File: config.mk
export PLATFORM = sky130hd
export DESIGN_NAME = dpll_phase_ctrl
export DESIGN_NICKNAME = d
export VERILOG_FILES = /design/src/rtl/dpll_pkg.sv /design/src/rtl/dpll_edge_sync.sv /design/src/rtl/dpll_phase_ctrl.sv
export SDC_FILE = /design/constraint.sdc
export NUM_CORES = 1
export LEC_CHECK = 0
export ABC_AREA = 1
export BUFFER_PORTS_ARGS = -buffer_cell sky130_fd_sc_hd__buf_4
export CAP_MARGIN = 20
export CORE_ASPECT_RATIO = 1.4
export CORE_MARGIN = 2
export CORE_UTILIZATION = 30
export DETAILED_ROUTE_END_ITERATION = 7
export MAX_ROUTING_LAYER = met4
export PLACE_DENSITY_LB_ADDON = 0.25
export SYNTH_ARGS = -nofsm -noshare
export SYNTH_HDL_FRONTEND = slang
export SYNTH_SLANG_ARGS = --single-unit
File: constraint.sdc
create_clock -name clk -period 4.24 [get_ports clk]
set_input_delay 0.212 -clock clk [delete_from_list [all_inputs] [get_ports clk]]
set_output_delay 0.212 -clock clk [all_outputs]
set_load 0.03 [all_outputs]
File: src/rtl/dpll_pkg.sv
// Shared types and constants for the DPLL phase front end.
// Used by dpll_phase_ctrl, dpll_edge_sync and the DCO integration top.
package dpll_pkg;

    typedef enum logic [1:0] {
        IDLE,
        ACQUIRE,
        TRACK
    } dpll_state_e;

    // Phase vote: DCO early lengthens, DCO late shortens
    localparam logic signed [1:0] VOTE_EARLY = 2'sd1;
    localparam logic signed [1:0] VOTE_LATE  = -2'sd1;

    localparam int DPLL_LF_K      = 4;
    localparam int DPLL_ACQ_EDGES = 8;

    function automatic logic maj3(input logic a, input logic b, input logic c);
        return (a & b) | (a & c) | (b & c);
    endfunction

endpackage

File: src/rtl/dpll_edge_sync.sv
// Synchronizes data_in and flags both transition polarities.
// DPLL_PHASE_DEGLITCH_EN adds a 3-tap majority filter (+2 cycles).
module dpll_edge_sync
    import dpll_pkg::*;
(
    input  logic clk,
    input  logic reset_n,
    input  logic data_in,
    output logic data_edge
);

    logic s1;
    logic s2;
    logic s3;
    logic hist_in;

`ifdef DPLL_PHASE_DEGLITCH_EN
    logic d1;
    logic d2;
    logic filt;

    // Majority of three s2 samples, registered, drops 1-cycle glitches
    always_ff @(posedge clk or negedge reset_n) begin
        if (!reset_n) begin
            d1   <= 1'b0;
            d2   <= 1'b0;
            filt <= 1'b0;
        end else begin
            d1   <= s2;
            d2   <= d1;
            filt <= maj3(s2, d1, d2);
        end
    end

    assign hist_in = filt;
`else
    assign hist_in = s2;
`endif

    // Two-flop synchronizer plus history flop for edge detection
    always_ff @(posedge clk or negedge reset_n) begin
        if (!reset_n) begin
            s1 <= 1'b0;
            s2 <= 1'b0;
            s3 <= 1'b0;
        end else begin
            s1 <= data_in;
            s2 <= s1;
            s3 <= hist_in;
        end
    end

    assign data_edge = hist_in ^ s3;

endmodule

File: src/rtl/dpll_phase_ctrl.sv
// DPLL phase detector and loop filter driving the DCO add/plus/bothedge.
// Optional input deglitch: define DPLL_PHASE_DEGLITCH_EN.
module dpll_phase_ctrl
    import dpll_pkg::*;
#(
    parameter int ACQ_EDGES  = DPLL_ACQ_EDGES,
    parameter int LF_K       = DPLL_LF_K,
    parameter int LF_W       = 8,
    parameter int LOS_CYCLES = 1024,
    parameter int TO_W       = 16
) (
    input  logic clk,
    input  logic reset_n,
    input  logic data_in,
    input  logic pwm_clk,
    output logic add,
    output logic plus,
    output logic bothedge,
    output logic locked
);

    localparam int CW = $clog2(ACQ_EDGES + 1);
    localparam logic signed [LF_W-1:0] K_POS = LF_W'(LF_K);
    localparam logic signed [LF_W-1:0] K_NEG = -K_POS;
    localparam logic [TO_W-1:0] LOS_MAX = TO_W'(LOS_CYCLES);
    localparam logic [TO_W-1:0] LOS_PRE = TO_W'(LOS_CYCLES - 1);

    dpll_state_e            state;
    logic signed [LF_W-1:0] acc;
    logic [CW-1:0]          edge_cnt;
    logic [TO_W-1:0]        los_cnt;

    logic                   data_edge;
    logic signed [LF_W-1:0] vote;
    logic signed [LF_W-1:0] acc_sum;
    logic [CW-1:0]          cnt_inc;
    logic                   los_hit;

    dpll_edge_sync u_edge_sync (
        .clk       (clk),
        .reset_n   (reset_n),
        .data_in   (data_in),
        .data_edge (data_edge)
    );

    // Vote, next accumulator value and loss-of-signal detection
    always_comb begin
        vote    = LF_W'(pwm_clk ? VOTE_EARLY : VOTE_LATE);
        acc_sum = acc + vote;
        cnt_inc = edge_cnt + CW'(1);
        los_hit = !data_edge && (los_cnt == LOS_PRE);
    end

    // Acquire/track FSM, loop filter and registered DCO pulses
    always_ff @(posedge clk or negedge reset_n) begin
        if (!reset_n) begin
            state    <= IDLE;
            acc      <= '0;
            edge_cnt <= '0;
            los_cnt  <= '0;
            add      <= 1'b0;
            plus     <= 1'b0;
            bothedge <= 1'b0;
            locked   <= 1'b0;
        end else begin
            add      <= 1'b0;
            plus     <= 1'b0;
            bothedge <= 1'b0;

            if (data_edge)
                los_cnt <= '0;
            else if (los_cnt != LOS_MAX)
                los_cnt <= los_cnt + TO_W'(1);

            if (los_hit) begin
                state    <= IDLE;
                acc      <= '0;
                edge_cnt <= '0;
                locked   <= 1'b0;
            end else begin
                locked <= (state == TRACK);
                unique case (state)
                    IDLE: begin
                        if (data_edge) begin
                            bothedge <= 1'b1;
                            edge_cnt <= CW'(1);
                            acc      <= '0;
                            state    <= (ACQ_EDGES == 1) ? TRACK : ACQUIRE;
                        end
                    end
                    ACQUIRE: begin
                        acc <= '0;
                        if (data_edge) begin
                            bothedge <= 1'b1;
                            edge_cnt <= cnt_inc;
                            if (cnt_inc == CW'(ACQ_EDGES))
                                state <= TRACK;
                        end
                    end
                    TRACK: begin
                        if (data_edge) begin
                            if (acc_sum == K_POS) begin
                                add <= 1'b1;
                                acc <= '0;
                            end else if (acc_sum == K_NEG) begin
                                plus <= 1'b1;
                                acc  <= '0;
                            end else begin
                                acc <= acc_sum;
                            end
                        end
                    end
                    default: state <= IDLE;
                endcase
            end
        end
    end

endmodule
# Word level (Yosys, flattened, before mapping)
# Index checks and enable logic that the tools add are counted.
# word_totals
word_cells,68
out_inout_bits,4
regBits,37
# op_classes
n_mux,31
eq_ne,12
bitwise,1
reduce_logical,10
addsub,3
# op_table
operator,n
$mux W8,6
$mux W16,2
$pmux W8 S3,1
$add A16 B1 Y16 const B,1
$eq A16 B10 Y1 const B,1
$ne A16 B11 Y1 const B,1
$mux W1,13
$mux W4,3
$ne A3 B3 Y1 const B,4
$add A8 B8 Y8,1
$eq A8 B3 Y1 const B,1
$eq A8 B4 Y1 const B,1
$mux W2,4
$pmux W4 S2,1
$pmux W2 S3,1
$reduce_and A3 Y1,2
$add A4 B1 Y4 const B,1
$eq A4 B4 Y1 const B,1
$reduce_and A4 Y1,1
$reduce_bool A4 Y1,1
$reduce_bool A3 Y1,1
$eq A2 B1 Y1 const B,1
$eq A2 B2 Y1 const B,1
$logic_not A2 Y1,1
6 further kinds,6

# Logic depth before layout (Yosys ltp)
# Gate-level depths: netlist of run 1.
# depth
word_depth,8
depth_mapped,14
depth_no_buf,14

# Cells and area by module
# A second synthesis of run 1 with hierarchy kept.
# hier_totals
cells_unflattened,318
area_unflattened_um2,2424.8
# by_module_without_submodules
mod,seq_area_each_um2,instances,area_per_inst_um2,cells_per_inst
dpll_phase_ctrl,850.8,1,2331.0,310
dpll_edge_sync,75.1,1,93.8,8

# Least setup slack after synthesis of run 1
# Ideal clock, no wire load.
# synth_path
path_kind,reg-to-reg
startpoint,reg acc[0]
endpoint,reg acc[0]
slack_ns,2.420
arrival_time_ns,1.704
path_buffers,0
path_stages_with_launch,15
synth_period_minus_slack_ns,1.820
required_ns,4.124
path_cell_list,dfrtp_1 inv_1 fa_1 inv_1 nand2_2 nand2_1 nand3_2 nand2_1 nand2_1 nand2_2 nand2_4 nor2_8 nor2_1 nand2_1 nand2_1
# synth_between
elab_chain_cells,7
elab_cells_between_ends,8
cone_classes,1 x add/sub; 2 x eq/ne; 5 x mux
# synth_lines
element,line_no,rtl
from (decl),dpll_phase_ctrl.sv:29,logic signed [LF_W-1:0] acc;
from (signal assigned),dpll_phase_ctrl.sv:109,acc <= acc_sum;
$add A8 B8 Y8 (*),dpll_phase_ctrl.sv:49,acc_sum = acc + vote;
$eq A8 B3 Y1,dpll_phase_ctrl.sv:105,end else if (acc_sum == K_NEG) begin
$mux W8,dpll_phase_ctrl.sv:105,
$mux W8 (*),dpll_phase_ctrl.sv:102,if (acc_sum == K_POS) begin
$mux W8 (*),dpll_phase_ctrl.sv:101,if (data_edge) begin
$pmux W8 S3 (*),dpll_phase_ctrl.sv:82,unique case (state)
$mux W8 (*),dpll_phase_ctrl.sv:75,if (los_hit) begin
# Every way passes the cells marked *; elsewhere a longest branch is shown, timed or not. The select of a mux whose other input is x is not followed.
# A chain may end at the register's enable or synchronous reset.

# Worst setup path after layout of run 1
# layout_path
startpoint,reg acc[0]
endpoint,reg acc[4]
# The elaborated chain is that of the path after synthesis.

==> results of run 1 <==
## Yosys cell counts
master	n	area, um2
a211oi_1	2	15.0
a21oi_1	14	70.1
a21oi_2	1	8.76
a22o_1	1	8.76
buf_2	2	10.0
clkbuf_1	1	3.75
dfrtp_1	37	926
fa_1	1	20.0
ha_1	10	125
inv_1	38	143
inv_2	6	22.5
nand2_1	79	297
nand2_2	14	87.6
nand2_4	4	45.0
nand3_1	34	170
nand3_2	4	40.0
nand3b_1	1	7.51
nand4_1	4	25.0
nor2_1	31	116
nor2_2	6	37.5
nor2_4	2	22.5
nor2_8	1	20.0
nor3_1	4	20.0
nor4_1	1	6.26
o21a_1	2	15.0
o21ai_0	8	40.0
o21ai_2	2	17.5
o31ai_1	1	7.51
or2_2	1	6.26
or2_4	1	8.76
xnor2_1	1	8.76
xor2_1	3	26.3
## per-layer routing
metal | GRT usage (%) | part of all wire [%] | up-vias
met3 | 1.97 | 2.2 | 6
met2 | 23.3 | 52 | 24
met1 | 15.0 | 45 | 894
met5 | - | 0 | -
met4 | 2.96 | 0.86 | 0
li1 | - | - | 1036
## worst max-delay path, cell delays in order, from the launching register on
cell and delay [ns]:
dfrtp_1 0.42, inv_1 0.10, fa_1 0.43, inv_1 0.11, nand2_2 0.08, nand2_1 0.11, nand3_2 0.09, nand2_1 0.09
nand2_1 0.06, nand2_2 0.09, nand2_4 0.08, nor2_8 0.12, nor2_1 0.05, nand2_1 0.06, nand2_1 0.05
## how the worst max path moves through the flow
stage | from | end | slack, ns
after detailed placement | acc[0]$_DFFE_PN0P_ | acc[4]$_DFFE_PN0P_ | 2.18
after global placement | acc[0]$_DFFE_PN0P_ | acc[2]$_DFFE_PN0P_ | 2.18
after global routing | acc[0]$_DFFE_PN0P_ | acc[2]$_DFFE_PN0P_ | 1.98
after floorplan | acc[0]$_DFFE_PN0P_ | acc[0]$_DFFE_PN0P_ | 2.42
final | acc[0]$_DFFE_PN0P_ | acc[4]$_DFFE_PN0P_ | 2.19
after CTS | acc[0]$_DFFE_PN0P_ | acc[4]$_DFFE_PN0P_ | 2.15
## layout make-up
cell class                 count  area (um2)
inverter                      44         165
clock buffer                   6        82.6
tap                          100         125
sequential                    37         926
multi-input combinational    233        1270
timing repair buffer           8        62.6
fill                         848        5030
clock inverter                 2        37.5
## logic make-up (layout without fill, tap and decap cells)
group	Yosys count	in the layout
fa+ha+maj	11	11
simple gates	187	187
buf+inv	47	60
compound gates	31	31
xor+xnor	4	4
flops	37	37
## per-stage QoR
step,utilization (%),instance area [um2],power [mW],instances,setup WS (ns)
6_report,34.7,2670,1.42,430,2.19
5_1_grt,34.7,2670,1.54,430,1.98
3_5_place_dp,33.0,2540,1.11,421,2.18
4_1_cts,34.7,2670,1.44,430,2.15
3_3_place_gp,33.0,2540,1.10,421,2.18
2_1_floorplan,-,2380,0.971,317,2.42
## sequential cells by signal (all words and copies together), names as in the netlist
name,count
acc,8
u_edge_sync.s1,1
u_edge_sync.hist_in,1
u_edge_sync.s3,1
state,2
locked,1
los_cnt,16
add,1
edge_cnt,4
plus,1
bothedge,1
## where the power goes
group / switching [mW] / internal, mW
Clock: 0.134 / 0.191
Combinational: 0.408 / 0.219
Sequential: 0.0575 / 0.413
Total: 0.599 / 0.823
==> flow_metrics.tcl, run 1 <==
set metrics [dict create \
    peakVddDrop_uv 230 \
    worstPathArrival_ns 2.24 \
    synth_xor_area_share_pct 1.47 \
    clock_sinks 37 \
    worstRegToRegCells 14 \
    outcome "completed" \
    cts_tree "yes" \
    grt_max_degree 38 \
    gp_congestion 0.801 \
    wl_mm 4.90 \
    timing.rr.start "acc[0]$_DFFE_PN0P_" \
    dieArea_um2 8660 \
    fp.coreArea_um2 7700 \
    dieWidth_um 79.2 \
    path_clk_slew_ns 0.08 \
    tns_ns 0 \
    antenna_cells 0 \
    r2r_slack_ns 2.19 \
    area_growth_pct 12.4 \
    syn_area_per_cell_um2 7.50 \
    synth_area_um2 2380 \
    finClkSkew_ns 0.00584 \
    cts_inserted_buffers 5 \
    startpoint_type "flip-flop" \
    slew_headroom_pct 68.9 \
    grt_pass1_wl_mm 8.71 \
    cts_root_buffer "clkbuf_8" \
    synth_nets 332 \
    path_max_fanout 7 \
    critical_path_class "flip-flop to flip-flop" \
    finalSetupViolCount 0 \
    post-route-min-period_ns 2.05 \
    final_cell_mix "nand2_1 (79), inv_1 (38), dfrtp_1 (37), nand3_1 (34), nor2_1 (31)" \
    post_cts_buffers 0 \
    hold_ws_ns 0.0191 \
    portBuffers 7 \
    synth_cells 317 \
    cp_data_required_time_ns 4.43 \
    synth_top_family_by_area "simple AND/OR/NAND/NOR gates" \
    firstDrtPassIters 4 \
    clk_latency_ns 0.29 \
    rsz0062_at_grt "no" \
    fmax_mhz 487 \
    hold_viol 0 \
    grtUsageTotal_pct 12.9 \
    synthAdderAreaFrac_pct 6.11 \
    min_to "u_edge_sync.s1$_DFF_PN0_" \
    leakagePower_nw 1.35 \
    min_from "data_in" \
    wl_per_cell_um 11.4 \
    via_per_inst 4.56 \
    drc_errors 0 \
    synthMuxAreaShare_pct 0 \
    vias 1960 \
    r2r_end "acc[4]$_DFFE_PN0P_" \
    initial_core_util_pct 30.9 \
    worstMarginPinSlew_ns 0.466 \
    hpwl_mm 3.82 \
    synth_seq_area_share_pct 38.9 \
    clockBufferDepth 2 \
    cts_resized 0 \
    die_h_um 109 \
    hold_path_depth 1 \
    hp-class "input port to flip-flop" \
    cts_hold_buf 1 \
    fin_crit_sh_pct 48.5 \
    drive_above_1_share_pct 17.3 \
    synth-simple-area-share_pct 38.3 \
    drv_slew 0 \
    grt_remaining_overflow 0 \
    final_common_cell "nand2_1" \
    grt_pass1_vias 1953 \
    yosys_register_bits 37 \
    power_density_nw_per_um2 532 \
    crit_path_end_kind "flip-flop" \
    dr.first_iter.drc_count 72 \
    core.rowCount 38 \
    ant_nets 0 \
    synth_compound_area_share_pct 7.68 \
    cts.htree.levels 2 \
    ys.warnings.count 0 \
    fin_nets 344 \
    yosysUniqueCellTypes 32 \
    antenna_found_initial 0 \
    ioPinCount 8 \
    cap_viol_max_count 0 \
]
No activity file was read; power rests on OpenSTA's default activity.
==> run 2: changes to the inputs <==
- ABC_AREA: 1 -> 0
- clock period: 4.24 -> 2 ns (I/O delays scaled with it)
==> run 2 against run 1 <==
Compared with the run above:
- the flow now finishes with violations (negative setup slack)
- largest cell class unchanged
- count of clock-buffer cells in the layout did not move
- power rose by 35%
- via count fell by 16%
- largest power group is now sequential cells
==> flow_metrics.tcl, run 2 <==
set metrics [dict create \
    outcome "finished, violations left" \
    violations "negative setup slack" \
    antenna_cells 0 \
    synthTopCellsByArea "dfrtp_1 (44%), ha_1 (6.0%), xor2_1 (4.2%)" \
    clockBufferDepth 2 \
    worstRegToRegCells 7 \
    largest_register_ff_count 16 \
    synth_seq_area_share_pct 44.1 \
    synth_area_um2 2100 \
    grt_pass1_wl_mm 7.46 \
    initial_core_util_pct 30.5 \
    synth_edf_count 0 \
    place_ws_ns -0.307 \
    cts_root_buffer "clkbuf_8" \
    path_clk_slew_ns 0.08 \
    dr.first_iter.drc_count 25 \
    power_density_nw_per_um2 688 \
    cap_viol_max_count 0 \
    clock_sinks 37 \
    fp.coreArea_um2 6890 \
    grt_pass1_vias 1643 \
    gp_congestion 0.813 \
    dieWidth_um 74.7 \
    finalSetupViolCount 10 \
    slew_headroom_pct 68.4 \
    grt_max_degree 38 \
    finClkSkew_ns 0.00679 \
    drv_slew 0 \
    portBuffers 7 \
    cts_inserted_buffers 5 \
    dieArea_um2 7690 \
    reg.largest.list "los_cnt (16), acc (8), edge_cnt (4)" \
    leakagePower_nw 1.21 \
    cts_tree "yes" \
    rsz0062_at_grt "yes" \
    yosysMostFrequentCell "dfrtp_1" \
    crit_path_end_kind "flip-flop" \
    critical_path_class "flip-flop to flip-flop" \
    r2r_slack_ns -0.27 \
    synth_top_area_share_pct 44.1 \
    fin_ws_ns -0.269 \
    clk_latency_ns 0.29 \
    worstMarginPinSlew_ns 0.474 \
    via_per_inst 4.64 \
    cts.htree.levels 2 \
    die_h_um 103 \
    wl_mm 4.58 \
    design_area_um2 2800 \
    grt_remaining_overflow 0 \
    hold_viol 0 \
    fin_crit_sh_pct 113 \
    placed_area_um2 2530 \
    peakVddDrop_uv 354 \
    antenna_found_initial 0 \
    yosys_register_bits 37 \
    drc_errors 0 \
    yosysTopAreaCell "dfrtp_1" \
    final_cell_mix "buf_4 (43), dfrtp_1 (37), nor2_1 (21), nand2_1 (15)" \
    synth_cells 208 \
    drive_above_1_share_pct 29.7 \
    yosysUniqueCellTypes 55 \
    ant_nets 0 \
    hpwl_mm 3.36 \
    worstPathArrival_ns 2.45 \
    hp-class "input port to async pin" \
    area_growth_pct 33.4 \
    synthTopCellsByCount "dfrtp_1 (37), nor2_1 (22), nand2_1 (15)" \
    fmax_mhz 441 \
    cp_data_required_time_ns 2.18 \
    startpoint_type "flip-flop" \
    synth-async-reset-ratio_pct 100 \
    wl_per_cell_um 12.9 \
    ys.warnings.count 0 \
    ioPinCount 8 \
    synth_nets 223 \
    r2r_end "acc[2]$_DFFE_PN0P_" \
    final_common_cell "buf_4" \
    top_register "los_cnt" \
    fin_nets 273 \
    vias 1641 \
    grtUsageTotal_pct 13.1 \
    ys.flop_type "dfrtp_1" \
    syn_area_per_cell_um2 10.1 \
    timing.rr.start "acc[3]$_DFFE_PN0P_" \
    core.rowCount 36 \
    firstDrtPassIters 4 \
    post-route-min-period_ns 2.27 \
    path_max_fanout 4 \
    hold_ws_ns 0.298 \
]
## run 2: cell types whose count changed in the layout (fill, tap and decap cells not counted), moves of 5 or more
cell and delta:
nand2_1 -64, buf_4 +36, inv_1 -30, nand3_1 -24, nand2_2 -14, nor2_1 -10, xnor2_1 +8, a21oi_1 -7
xor2_1 +7, a22o_1 +5, inv_2 -5, nand2b_1 +5
## run 2: timing repair
item                                   in CTS  in global routing
setup buffers                               2                  4
hold buffers                                2                  0
setup endpoints to repair                  10                 10
pin swaps                                   3                  2
endpoints found under the hold margin      38                  0
gates resized for setup                     5                  7
## run 2: cells by family (layout without fill, tap and decap cells)
family / Yosys count / count (layout) / share of synthesized area [%]
AOI/OAI and AO/OA: 41 / 41 / 16.4
xor gates and xnor gates: 19 / 19 / 7.93
adders and majority gates: 11 / 11 / 6.91
buffers and inverters: 11 / 62 / 2.03
DFF: 37 / 37 / 44.1
muxes: 1 / 1 / 0.536
and+or+nand+nor: 88 / 88 / 22.1
## run 2: worst max-delay path by stage
| stage | from | to | slack, ns | depth (start not counted) |
|---|---|---|---|---|
| 5_1_grt | acc[3]$_DFFE_PN0P_ | acc[2]$_DFFE_PN0P_ | -0.33 | 7 |
| 2_1_floorplan | acc[0]$_DFFE_PN0P_ | acc[2]$_DFFE_PN0P_ | -0.21 | 7 |
| 3_5_place_dp | pwm_clk | acc[2]$_DFFE_PN0P_ | -0.31 | 8 |
| 6_report | acc[3]$_DFFE_PN0P_ | acc[2]$_DFFE_PN0P_ | -0.27 | 7 |
| 4_1_cts | acc[1]$_DFFE_PN0P_ | acc[2]$_DFFE_PN0P_ | -0.27 | 7 |
| 3_3_place_gp | pwm_clk | acc[2]$_DFFE_PN0P_ | -0.31 | 9 |
## run 2: worst max-delay path, cell delays in order, from the launching register on
cell and delay, ns:
dfrtp_1 0.40, ha_1 0.31, buf_4 0.16, nor2_1 0.28, o2111a_1 0.22, o22ai_1 0.07, or4_4 0.46, a32o_1 0.26
## run 2: through the flow
| stage | power [mW] | std cells | TNS [ns] | util [%] |
|---|---|---|---|---|
| final | 1.93 | 354 | -2.07 | 40.6 |
| after global routing | 2.04 | 354 | -2.91 | 40.6 |
| after CTS | 1.94 | 350 | -2.16 | 39.3 |
| after detailed placement | 1.25 | 338 | -2.56 | 36.7 |
| after global placement | 1.24 | 338 | -2.39 | 36.7 |
| after floorplan | 1.13 | 208 | -1.21 | - |
## run 2: final cells by class
type | instances | area (um2)
Clock buffer | 6 | 82.6
Fill cell | 680 | 4090
Multi-Input combinational cell | 160 | 1260
Inverter | 9 | 33.8
Sequential cell | 37 | 926
Clock inverter | 2 | 37.5
Tap cell | 95 | 119
Timing Repair Buffer | 45 | 343
## run 2: where the power goes
part / switching [mW] / total [mW] / internal, mW
Sequential: 0.0674 / 0.881 / 0.814
Combinational: 0.201 / 0.375 / 0.174
Clock: 0.265 / 0.670 / 0.405
Total: 0.533 / 1.93 / 1.39
## run 2: metal layers
layer | GRT usage, % | wire, um
met5 | - | 0
met1 | 14.7 | 1990
met2 | 22.9 | 2430
met4 | 4.95 | 97
met3 | 2.05 | 68
==> run 3: changes to the inputs <==
- RECOVER_POWER: default -> 25
- REMOVE_ABC_BUFFERS: default -> 1
==> run 3 against run 2 <==
Compared with the run above:
- the run still ends with negative setup slack left
- sequential cell count unchanged
- clock power decreased by 26%
- critical path type unchanged
- clock skew decreased by 0.0027 ns
- first-iteration DRC count increased to 3.1 times the previous value
- fmax about the same
- register-to-register slack about the same
- die area unchanged
- sequential power about the same
- via count increased by 4.0%
- cell area decreased by 2.0%
- count of clock-buffer cells in the layout unchanged
==> flow_metrics.tcl, run 3 (synthesis results as in run 2) <==
set metrics [dict create \
    cp_slowest_cell "or4_4" \
    grt_max_degree 38 \
    p_total_mw 1.74 \
    rsz0062_at_grt "yes" \
    grt_pass1_wl_mm 7.98 \
    gp_congestion 0.837 \
    initial_core_util_pct 30.5 \
    placed_area_um2 2440 \
    final_common_cell "dfrtp_1" \
    dieWidth_um 74.7 \
    cp_cell_sequence "inv_2 -> fa_2 -> nand2b_4 -> a2111oi_4 -> o22ai_1 -> or4_4 -> a32o_1" \
    post-route-min-period_ns 2.27 \
    fin_nets 264 \
    worstPathArrival_ns 2.44 \
    fin_crit_sh_pct 113 \
    cts_inserted_buffers 5 \
    firstDrtPassIters 4 \
    drv_slew 0 \
    cap_viol_max_count 0 \
    startpoint_type "flip-flop" \
    wl_per_cell_um 13.8 \
    design_area_um2 2740 \
    cp_slowest_stage_delay_ns 0.45 \
    fmax_mhz 441 \
    drive_above_1_share_pct 28.8 \
    finClkSkew_ns 0.00407 \
    fp.coreArea_um2 6890 \
    ant_nets 0 \
    cts_root_buffer "clkbuf_8" \
    wl_mm 4.77 \
    core.rowCount 36 \
    dp_cells 332 \
    instances_no_fill 345 \
    finalSetupViolCount 10 \
    via_per_inst 4.95 \
    grt_pass1_vias 1667 \
    critical_path_class "flip-flop to flip-flop" \
    crit_path_end_kind "flip-flop" \
    drc_errors 0 \
    power_density_nw_per_um2 635 \
    vias 1707 \
    cts.htree.levels 2 \
    path_clk_slew_ns 0.07 \
    largest_register_ff_count 16 \
    slew_headroom_pct 39.5 \
    top_register "los_cnt" \
    fin_ws_ns -0.268 \
    filler_cell_count 694 \
    cp_data_required_time_ns 2.17 \
    dieArea_um2 7690 \
    reg.largest.list "los_cnt (16), acc (8), edge_cnt (4)" \
    violations "negative setup slack" \
    leakagePower_nw 1.16 \
    tns_ns -2.25 \
    area_growth_pct 30.7 \
    grtUsageTotal_pct 13.9 \
    portBuffers 7 \
    final_cell_mix "dfrtp_1 (37), buf_4 (30), nor2_1 (19), nand2_1 (15)" \
    hp-class "flip-flop to flip-flop" \
    hold_viol 0 \
    worstMarginPinSlew_ns 0.908 \
    clk_latency_ns 0.28 \
    peakVddDrop_uv 302 \
    antenna_found_initial 0 \
    antenna_cells 0 \
    grt_remaining_overflow 0 \
    outcome "finished, violations left" \
    path_max_fanout 6 \
    hpwl_mm 3.36 \
    die_h_um 103 \
    clockBufferDepth 2 \
    multi_input_area_um2 1290 \
    cts_tree "yes" \
    clock_sinks 37 \
    ioPinCount 8 \
    dr.first_iter.drc_count 78 \
    regArea_um2 926 \
]
==> run 3: cell types whose count changed in the layout (fill, tap and decap cells not counted), sizes merged <==
| cell | previous run | this run |
|---|---|---|
| buf | 43 | 32 |
| clkbuf | 6 | 8 |
| clkinv | 0 | 2 |
| bufinv | 1 | 0 |
| clkinvlp | 1 | 0 |
==> run 3: critical path: cells and delay by family, from the launching register on <==
kind	cells	cell delay, ns
fa+ha+maj	1	0.36
compound gates	3	0.68
simple gates	2	0.64
flops	1	0.43
buf+inv	1	0.05
==> run 3: final cells by class <==
class	count	share of cell area, %
multi-input combinational	160	47.2
sequential	37	33.7
timing repair buffer	36	10.5
tap	95	4.33
clock buffer	6	2.64
inverter	9	1.23
clock inverter	2	0.365
==> run 3: repair_timing <==
action,4_1_cts,5_1_grt
gates resized for setup,17,10
pin swaps,15,2
endpoints found under the setup margin,10,10
endpoints found under the hold margin,38,0
setup buffers,2,2
hold buffers,2,0
cloned,0,0
==> run 3: path summary, 6_finish.rpt <==
| kind | end | from | cells past startpoint | slack (ns) |
|---|---|---|---|---|
| min in group asynchronous | edge_cnt[1]$_DFFE_PN0P_ | reset_n | 2 | 0.48 |
| max | acc[2]$_DFFE_PN0P_ | acc[1]$_DFFE_PN0P_ | 7 | -0.27 |
| min reg2reg | u_edge_sync.hist_in$_DFF_PN0_ | u_edge_sync.s1$_DFF_PN0_ | 0 | 0.35 |
| max in group asynchronous | los_cnt[5]$_DFFE_PN0P_ | reset_n | 2 | 0.96 |
| min | u_edge_sync.hist_in$_DFF_PN0_ | u_edge_sync.s1$_DFF_PN0_ | 0 | 0.35 |
| max reg2reg | acc[2]$_DFFE_PN0P_ | acc[1]$_DFFE_PN0P_ | 7 | -0.27 |
==> run 3: routing by layer <==
layer | part of all wire, % | GRT usage, %
met1 | 43 | 16.2
met2 | 53 | 23.8
met3 | 1.5 | 2.35
met4 | 1.9 | 4.95
met5 | 0 | -
==> run 3: through the flow <==
stage	setup WS, ns	hold slack [ns]	utilization (%)
2_1_floorplan	-0.362	-0.196	-
3_3_place_gp	-0.374	0.0943	35.4
3_5_place_dp	-0.423	0.0942	35.4
4_1_cts	-0.246	0.329	38.9
5_1_grt	-0.338	0.365	39.8
6_report	-0.268	0.349	39.8
==> run 3: where the power goes <==
group / switching, mW / leakage, nW / internal (mW) / total [mW]
registers: 0.0679 / 0.492 / 0.814 / 0.882
clock network: 0.252 / 0.0450 / 0.241 / 0.493
logic: 0.197 / 0.622 / 0.169 / 0.366
total: 0.516 / 1.16 / 1.22 / 1.74
